[src/rtl/bpu_pht.sv]
// Gshare pattern history table with a speculative global history register.
// Serves one lookup per cycle; the response is registered and appears one
// cycle after the request. Accepts one resolved-branch update per cycle.
// An update and a lookup to the same entry in one cycle bypass the updated
// value into the lookup.
module bpu_pht #(
   parameter int PHT_IDX_W = 8,
   parameter int GHR_W     = 8,
   parameter int PC_W      = 32
) (
   input  logic                 clk,
   input  logic                 rst,
   input  logic                 pred_valid_i,
   input  logic [PC_W-1:0]      pred_pc_i,
   output logic                 pred_resp_valid_o,
   output logic                 pred_taken_o,
   output logic [1:0]           pred_state_o,
   output logic [PHT_IDX_W-1:0] pred_idx_o,
   output logic [GHR_W-1:0]     pred_ghr_o,
   input  logic                 upd_valid_i,
   input  logic [PHT_IDX_W-1:0] upd_idx_i,
   input  logic                 upd_taken_i,
   input  logic                 upd_mispred_i,
   input  logic [GHR_W-1:0]     upd_ghr_i
);

   localparam int ENTRIES = 1 << PHT_IDX_W;

   logic [1:0]           tbl_q [ENTRIES];
   logic [GHR_W-1:0]     ghr_q, ghr_d;
   logic [PHT_IDX_W-1:0] lk_idx;
   logic [1:0]           upd_new;
   logic [1:0]           lk_state;
   logic [GHR_W-1:0]     ghr_rep;
   logic [GHR_W-1:0]     ghr_spec;

   logic                 resp_vld_q;
   logic [1:0]           resp_state_q;
   logic [PHT_IDX_W-1:0] resp_idx_q;
   logic [GHR_W-1:0]     resp_ghr_q;

   // Only the word-aligned index bits of the PC take part in hashing.
   logic unused_pc;
   assign unused_pc = ^{pred_pc_i[PC_W-1:PHT_IDX_W+2], pred_pc_i[1:0]};

   // 2-bit saturating counter step.
   function automatic logic [1:0] sat_next(input logic [1:0] c, input logic t);
      if (t) return (c == 2'b11) ? 2'b11 : c + 2'b01;
      else   return (c == 2'b00) ? 2'b00 : c - 2'b01;
   endfunction

   assign lk_idx  = pred_pc_i[PHT_IDX_W+1:2] ^ PHT_IDX_W'(ghr_q);
   assign upd_new = sat_next(tbl_q[upd_idx_i], upd_taken_i);

   // Lookup read, forwarding a same-cycle update to the same entry.
   always_comb begin
      lk_state = tbl_q[lk_idx];
      if (upd_valid_i && (upd_idx_i == lk_idx)) lk_state = upd_new;
   end

   // History shift candidates; a 1-bit history is just the newest outcome.
   generate
      if (GHR_W == 1) begin : g_ghr1
         logic unused_ghr;
         assign unused_ghr = upd_ghr_i[0];
         assign ghr_rep    = upd_taken_i;
         assign ghr_spec   = lk_state[1];
      end else begin : g_ghrn
         logic unused_ghr;
         assign unused_ghr = upd_ghr_i[GHR_W-1];
         assign ghr_rep    = {upd_ghr_i[GHR_W-2:0], upd_taken_i};
         assign ghr_spec   = {ghr_q[GHR_W-2:0], lk_state[1]};
      end
   endgenerate

   // GHR next state: mispredict repair beats speculative shift beats hold.
   always_comb begin
      ghr_d = ghr_q;
      if (upd_valid_i && upd_mispred_i) ghr_d = ghr_rep;
      else if (pred_valid_i)            ghr_d = ghr_spec;
   end

   // GHR register.
   always_ff @(posedge clk or posedge rst) begin
      if (rst) ghr_q <= '0;
      else     ghr_q <= ghr_d;
   end

   // Counter table: all entries weak-not-taken on reset, one write per cycle.
   always_ff @(posedge clk or posedge rst) begin
      if (rst) begin
         for (int i = 0; i < ENTRIES; i++) tbl_q[i] <= 2'b01;
      end else if (upd_valid_i) begin
         tbl_q[upd_idx_i] <= upd_new;
      end
   end

   // Response register; payload holds when no lookup was made.
   always_ff @(posedge clk or posedge rst) begin
      if (rst) begin
         resp_vld_q   <= 1'b0;
         resp_state_q <= 2'b00;
         resp_idx_q   <= '0;
         resp_ghr_q   <= '0;
      end else begin
         resp_vld_q <= pred_valid_i;
         if (pred_valid_i) begin
            resp_state_q <= lk_state;
            resp_idx_q   <= lk_idx;
            resp_ghr_q   <= ghr_q;
         end
      end
   end

   assign pred_resp_valid_o = resp_vld_q;
   assign pred_state_o      = resp_state_q;
   assign pred_taken_o      = resp_state_q[1];
   assign pred_idx_o        = resp_idx_q;
   assign pred_ghr_o        = resp_ghr_q;

endmodule

[config.mk]
export PLATFORM = sky130hd
export DESIGN_NAME = bpu_pht
export DESIGN_NICKNAME = d
export VERILOG_FILES = /design/src/rtl/bpu_pht.sv
export SDC_FILE = /design/constraint.sdc
export NUM_CORES = 2
export LEC_CHECK = 0
export CAP_MARGIN = 20
export CORE_MARGIN = 2
export CORE_UTILIZATION = 59
export CTS_BUF_LIST = sky130_fd_sc_hd__clkbuf_4
export DETAILED_ROUTE_END_ITERATION = 16
export GPL_TIMING_DRIVEN = 0
export MAX_ROUTING_LAYER = met4
export PLACE_DENSITY = 0.8
export SLEW_MARGIN = 30
export SYNTH_ARGS = -nofsm -noshare
export SYNTH_HDL_FRONTEND = slang
export SYNTH_SLANG_ARGS = --single-unit
[constraint.sdc]
create_clock -name clk -period 17.1 [get_ports clk]
set_input_delay 3.42 -clock clk [delete_from_list [all_inputs] [get_ports clk]]
set_output_delay 3.42 -clock clk [all_outputs]
set_load 0.005 [all_outputs]
==> results_dict.tcl <==
set metrics [dict create \
    overflow 0 \
    hold_class "reg -> reg" \
    clock-sinks 539 \
    seq_area_frac_synth 0.461 \
    p_per_area_mw_per_mm2 108 \
    cts_tree "done" \
    setup_violations 0 \
    ant_nets 0 \
    p_leak_nw 13.7 \
    rows 82 \
    crit_required_ns 18.01 \
    synth_area_per_cell_um2 11.9 \
    fin_area_mm2 0.0340 \
    synth_cells 2506 \
    finalHoldViolCount 0 \
    min_path_cells 2 \
    critPathMaxFanout 10 \
    avgViaCountPerCell 7.41 \
    die_w_um 229 \
    rsz0062_at_grt "no" \
    synthArstFlopShare 1.00 \
    root_buffer "clkbuf_4" \
    stdcell_count 3535 \
    peakVddDrop_v 0.0000692 \
    core_area_mm2 0.0501 \
    final_nets 2782 \
    period_needed_ns 8.34 \
    wl_um 129000 \
    wire_per_inst_um 36.5 \
    skew_ns 0.0724 \
    clkTransAtPathRegs_ns 0.06 \
    final_common_cell "nor2_1" \
    final_cell_mix "nor2_1, dfrtp_1, dfstp_2" \
    multi_input_area_mm2 0.0153 \
    status "finished clean" \
    dr.pass1.iters 8 \
    ys_types 61 \
    worst_slew_pin_slew_ns 1.31 \
    grt_pass1_wl_um 183000 \
    ios 74 \
    insertion_delay_ns 1.07 \
    htreeDepth 4 \
    drc 0 \
    synth_edf_count 0 \
    drive_gt1_frac 0.417 \
    post_cts_buffers 0 \
    yosysWarnings 0 \
    dp.cells 3251 \
    syn2layout_area_growth_pct 13.5 \
    cap_violations 0 \
    vias 26200 \
    die_y_um 229 \
    synthesis.area_mm2 0.0299 \
    pre_cts_ws_ns 8.24 \
    portBuffers 45 \
    fmax_mhz 120 \
    relSlewSlack 0.127 \
    criticalPathCategory "in -> reg" \
    grt_usage 0.514 \
    setup_slack_ns 8.76 \
    startpoint_type "primary input" \
    start_util 0.598 \
    grt_pass1_vias 25700 \
    r2r_cells 13 \
    seqCellArea_mm2 0.0138 \
    tns_ns 0 \
    drt_iter0_drc 4518 \
    cts_made_buffers 147 \
    cts_hold_buf 0 \
    dp.final_hpwl_um 87300 \
    ys_seq_elements 539 \
    grt_max_degree 33 \
    antenna_found_initial 6 \
    clockBufferDepth 3 \
    drv_slew 0 \
    placed_cell_area_mm2 0.0319 \
    place_congestion 1.10 \
    period_share 0.488 \
    synth_top_flop_cell "dfrtp_1" \
    worstPathArrival_ns 9.25 \
    worstSetupEndpointType "flip-flop" \
    synthesis.nets 2560 \
    fill_cells 3835 \
    cts_resized 0 \
    die-area_mm2 0.0525 \
]
cell type report:
type                       instances  area share
clock inverter                    31     0.00527
sequential                       539       0.407
clock buffer                     242      0.0535
antenna                           11    0.000810
buffer                           195      0.0303
tap                              672      0.0248
multi-input combinational       1768       0.449
timing repair buffer              73      0.0292
inverter                           4    0.000553
where the power goes:
part / internal, W / switching (W)
registers: 0.00140 / 0.0000876
logic: 0.000324 / 0.000605
clock network: 0.000668 / 0.000598
final timing paths:
kind | start | end | slack [ns]
worst max-delay path | upd_idx_i[0] | tbl_q[129]$_DFFE_PP0P_ | 8.76
worst min-delay path | tbl_q[319]$_DFFE_PP0P_ | tbl_q[319]$_DFFE_PP0P_ | 0.51
worst max register to register | ghr_q[0]$_DFFE_PP0P_ | ghr_q[0]$_DFFE_PP0P_ | 11.45
worst min register to register | tbl_q[319]$_DFFE_PP0P_ | tbl_q[319]$_DFFE_PP0P_ | 0.51
max in group asynchronous | rst | tbl_q[376]$_DFFE_PP1P_ | 12.75
min in group asynchronous | rst | tbl_q[209]$_DFFE_PP0P_ | 2.81
critical path, cell delays in order:
cell and delay, ns:
clkdlybuf4s50_1 0.59, buf_6 0.26, buf_12 0.22, buf_8 0.23, buf_6 0.27, buf_2 0.45, mux4_2 0.37, o21ai_0 0.83
nand4_1 0.28, nor4_1 0.36, maj3_1 0.44, buf_2 0.44, buf_2 0.49, buf_2 0.39, a21oi_1 0.11
flip-flops by register name, summed over array words and instances, names as in the netlist:
name / count
tbl_q: 512
ghr_q: 8
pred_ghr_o: 8
pred_idx_o: 8
pred_state_o: 2
pred_resp_valid_o: 1
stage by stage:
step	hold WS, ns	utilization	total power [W]
finish	0.508	0.678	0.00368
global route	0.529	0.678	0.00374
CTS	0.505	0.677	0.00360
detailed placement	0.491	0.637	0.00236
global placement	0.477	0.624	0.00231
floorplan	0.458	-	0.00196
Yosys cell counts (all sizes together) (2+ instances only):
| cell | count | area, um2 |
|---|---|---|
| a211o | 2 | 17.5 |
| nor4bb | 3 | 30.0 |
| a31oi | 6 | 37.5 |
| a22oi | 59 | 443 |
| nor2b | 16 | 100 |
| dfrtp | 283 | 7080 |
| nand2 | 201 | 754 |
| xnor2 | 16 | 148 |
| nand4 | 17 | 106 |
| nand2b | 9 | 56.3 |
| mux2i | 44 | 440 |
| a221oi | 17 | 149 |
| clkbuf | 96 | 360 |
| o22ai | 7 | 43.8 |
| buf | 99 | 626 |
| and3 | 5 | 31.3 |
| nor3b | 5 | 37.5 |
| mux4 | 240 | 5420 |
| dfstp | 256 | 6730 |
| o2111ai | 4 | 35.0 |
| or3 | 5 | 31.3 |
| mux2 | 268 | 3320 |
| nand3 | 27 | 135 |
| o311a | 2 | 20.0 |
| o21ai | 87 | 435 |
| a211oi | 7 | 52.6 |
| nor3 | 12 | 60.1 |
| maj3 | 2 | 21.3 |
| a2111oi | 6 | 52.6 |
| a22o | 16 | 140 |
| a21oi | 219 | 1100 |
| inv | 4 | 15.0 |
| nor2 | 430 | 1620 |
| xor2 | 8 | 70.1 |
| o32a | 2 | 20.0 |
| nor4 | 5 | 31.3 |
| and2 | 6 | 37.5 |
| a311oi | 2 | 17.5 |
cell families after synthesis:
kind of cell / after synthesis / synth area share
and+or+nand+nor: 748 / 0.103
adders and majority gates: 2 / 0.000711
AOI/OAI and AO/OA: 442 / 0.0872
muxes: 552 / 0.307
buffers and inverters: 199 / 0.0335
xor gates and xnor gates: 24 / 0.00728
DFF: 539 / 0.461
layer usage:
metal / track usage / part of all wire
met5: - / 0
met4: 0.402 / 0.099
met3: 0.218 / 0.16
met2: 0.685 / 0.41
met1: 0.610 / 0.33
No activity file was read; power rests on OpenSTA's default activity.
==> edit, RTL diff (same flow settings) <==
`GHR_W`: 8 -> 12.
--- a/src/rtl/bpu_pht.sv
+++ b/src/rtl/bpu_pht.sv
@@ -5,7 +5,7 @@
 // value into the lookup.
 module bpu_pht #(
    parameter int PHT_IDX_W = 8,
-   parameter int GHR_W     = 8,
+   parameter int GHR_W     = 12,
    parameter int PC_W      = 32
 ) (
    input  logic                 clk,
Interface: changed (resized pred_ghr_o and upd_ghr_i); port bits go from 74 to 82. The function was not compared with the original's and may differ.
==> edit against the unedited design <==
Worst setup slack improved by 0.47 ns; non-clock buffer count rose by 17; design area up 2.2%; synthesized area is 2.2% higher; via count increased by 3.8%; power increased by 2.4%; sequential cell count rose by 8; routed wire length rose by 5.3%; global-route usage rose by 1.7 points; critical endpoint is now tbl_q[363].
==> edit: results <==
group,metric,value,unit
power_and_ir_drop,p_leak,14.40,nW
timing,worst_pin_slew,1.181,ns
logic_synthesis,synth-seq-area-share,45.80,%
timing,skew,0.06695,ns
cts,clk-insertion-delay-late,1.13,ns
setup_path,reg2reg_slack,12.06,ns
placed_design,gp_congestion,1.099,
hold_path,worstHoldEndpoint,"tbl_q[475]",
logic_synthesis,synth_cell_types,64,
cts,numCtsBuffers,146,
cells_and_area,fillers,3896,
detailed_routing,drt-vias-per-instance,7.288,
global_route,antenna_found_initial,10,
power_and_ir_drop,peakVddDrop,0.06124,mV
cts,cts.clk_slew.worst_paths,0.06,ns
placed_design,place_area,32720,um^2
cells_and_area,drive_gt1_share,38.37,%
global_route,grt_first_pass_wirelength,191300,um
global_route,grt_max_degree,32,
detailed_routing,drt_iter0_drc,4563,
cells_and_area,largest_register_ffs,512,
detailed_routing,wl,135900,um
detailed_routing,firstDrtPassIters,6,
cells_and_area,nNetsFinal,2976,
setup_path,startpoint,"upd_idx_i[3]",
outcome,outcome,"complete, no violations",
logic_synthesis,synth_area_leaders,"dfrtp_1 (24%), dfstp_2 (22%), mux4_2 (14%), mux2_2 (10%), mux2i_1 (5.4%)",
logic_synthesis,syn-num-nets,2742,
hold_path,min_from,"tbl_q[475]",
setup_path,reg2reg_depth,12,
placed_design,port_buffers,53,
logic_synthesis,synth_top_cells_by_count,"nor2_1 (348), nand2_1 (342), dfrtp_1 (291)",
setup_path,timing.critical_path.to,"tbl_q[363]",
global_route,grt_pass1_vias,26500,
global_route,grt_use_total,53.07,%
placed_design,dp_hpwl,95330,um
edit: cell count changes in the layout (fill, tap and decap cells not counted), sizes merged, moves of 27 or more:
cell	delta
nand2	+141
nand3	+35
nor2	-82
mux4	-52
mux2i	+120
clkbuf	-27
a21oi	-38
o21ai	+40
edit: power breakdown:
part / leakage, nW / internal, W / switching, W / total (W)
clock network: 1.17 / 0.000644 / 0.000608 / 0.00125
registers: 6.57 / 0.00141 / 0.000100 / 0.00152
logic: 6.66 / 0.000355 / 0.000646 / 0.00100
edit: per-stage QoR:
step	std cells	hold WS, ns	setup slack, ns	power (W)	util (%)
4_1_cts	3719	0.5040	9.670	0.003691	67.58
6_report	3731	0.5055	9.223	0.003767	67.66
3_3_place_gp	3417	0.4802	3.210	0.002426	62.32
3_5_place_dp	3450	0.4893	8.596	0.002464	63.77
5_1_grt	3730	0.5259	9.304	0.003836	67.66
2_1_floorplan	2684	0.4602	6.447	0.002036	-
edit: final cells by class:
type / count / share of cell area (%)
Tap cell: 680 / 2.451
Inverter: 7 / 0.08651
Clock inverter: 39 / 0.6524
Timing Repair Buffer: 86 / 3.345
Clock buffer: 230 / 4.974
Sequential cell: 547 / 40.35
Buffer: 199 / 3.925
Multi-Input combinational cell: 1931 / 44.12
Antenna cell: 12 / 0.08651
edit: kinds of logic (layout without fill, tap and decap cells):
kind of cell               after synthesis  after routing  share of synthesized area, %
AOI/OAI and AO/OA                      444            444                         8.587
xor gates and xnor gates                24             24                        0.6873
adders and majority gates                1              1                       0.03681
buffers and inverters                  206            561                         4.406
DFF                                    547            547                         45.80
muxes                                  625            625                         29.26
other                                    0             12                             0
and+or+nand+nor                        837            837                         11.22
edit: critical path: stages:
cell and delay (ns):
clkdlybuf4s50_1 0.55, buf_4 0.28, nor2b_1 0.15, clkbuf_1 0.61, buf_2 0.59, buf_2 0.47, a211oi_1 0.14, nand3_1 0.18
nand4_1 0.49, a211o_1 0.50, o31ai_2 0.30, and2_4 0.29, buf_6 0.22, buf_8 0.28, buf_6 0.21, a21oi_1 0.09
edit: per-layer routing:
| metal | up-vias | share of wire, % | track usage (%) |
|---|---|---|---|
| li1 | 10400 | - | - |
| met1 | 13420 | 35 | 64.65 |
| met2 | 2562 | 40 | 69.51 |
| met3 | 806 | 16 | 24.19 |
| met4 | 0 | 9.1 | 37.16 |
| met5 | - | 0 | - |
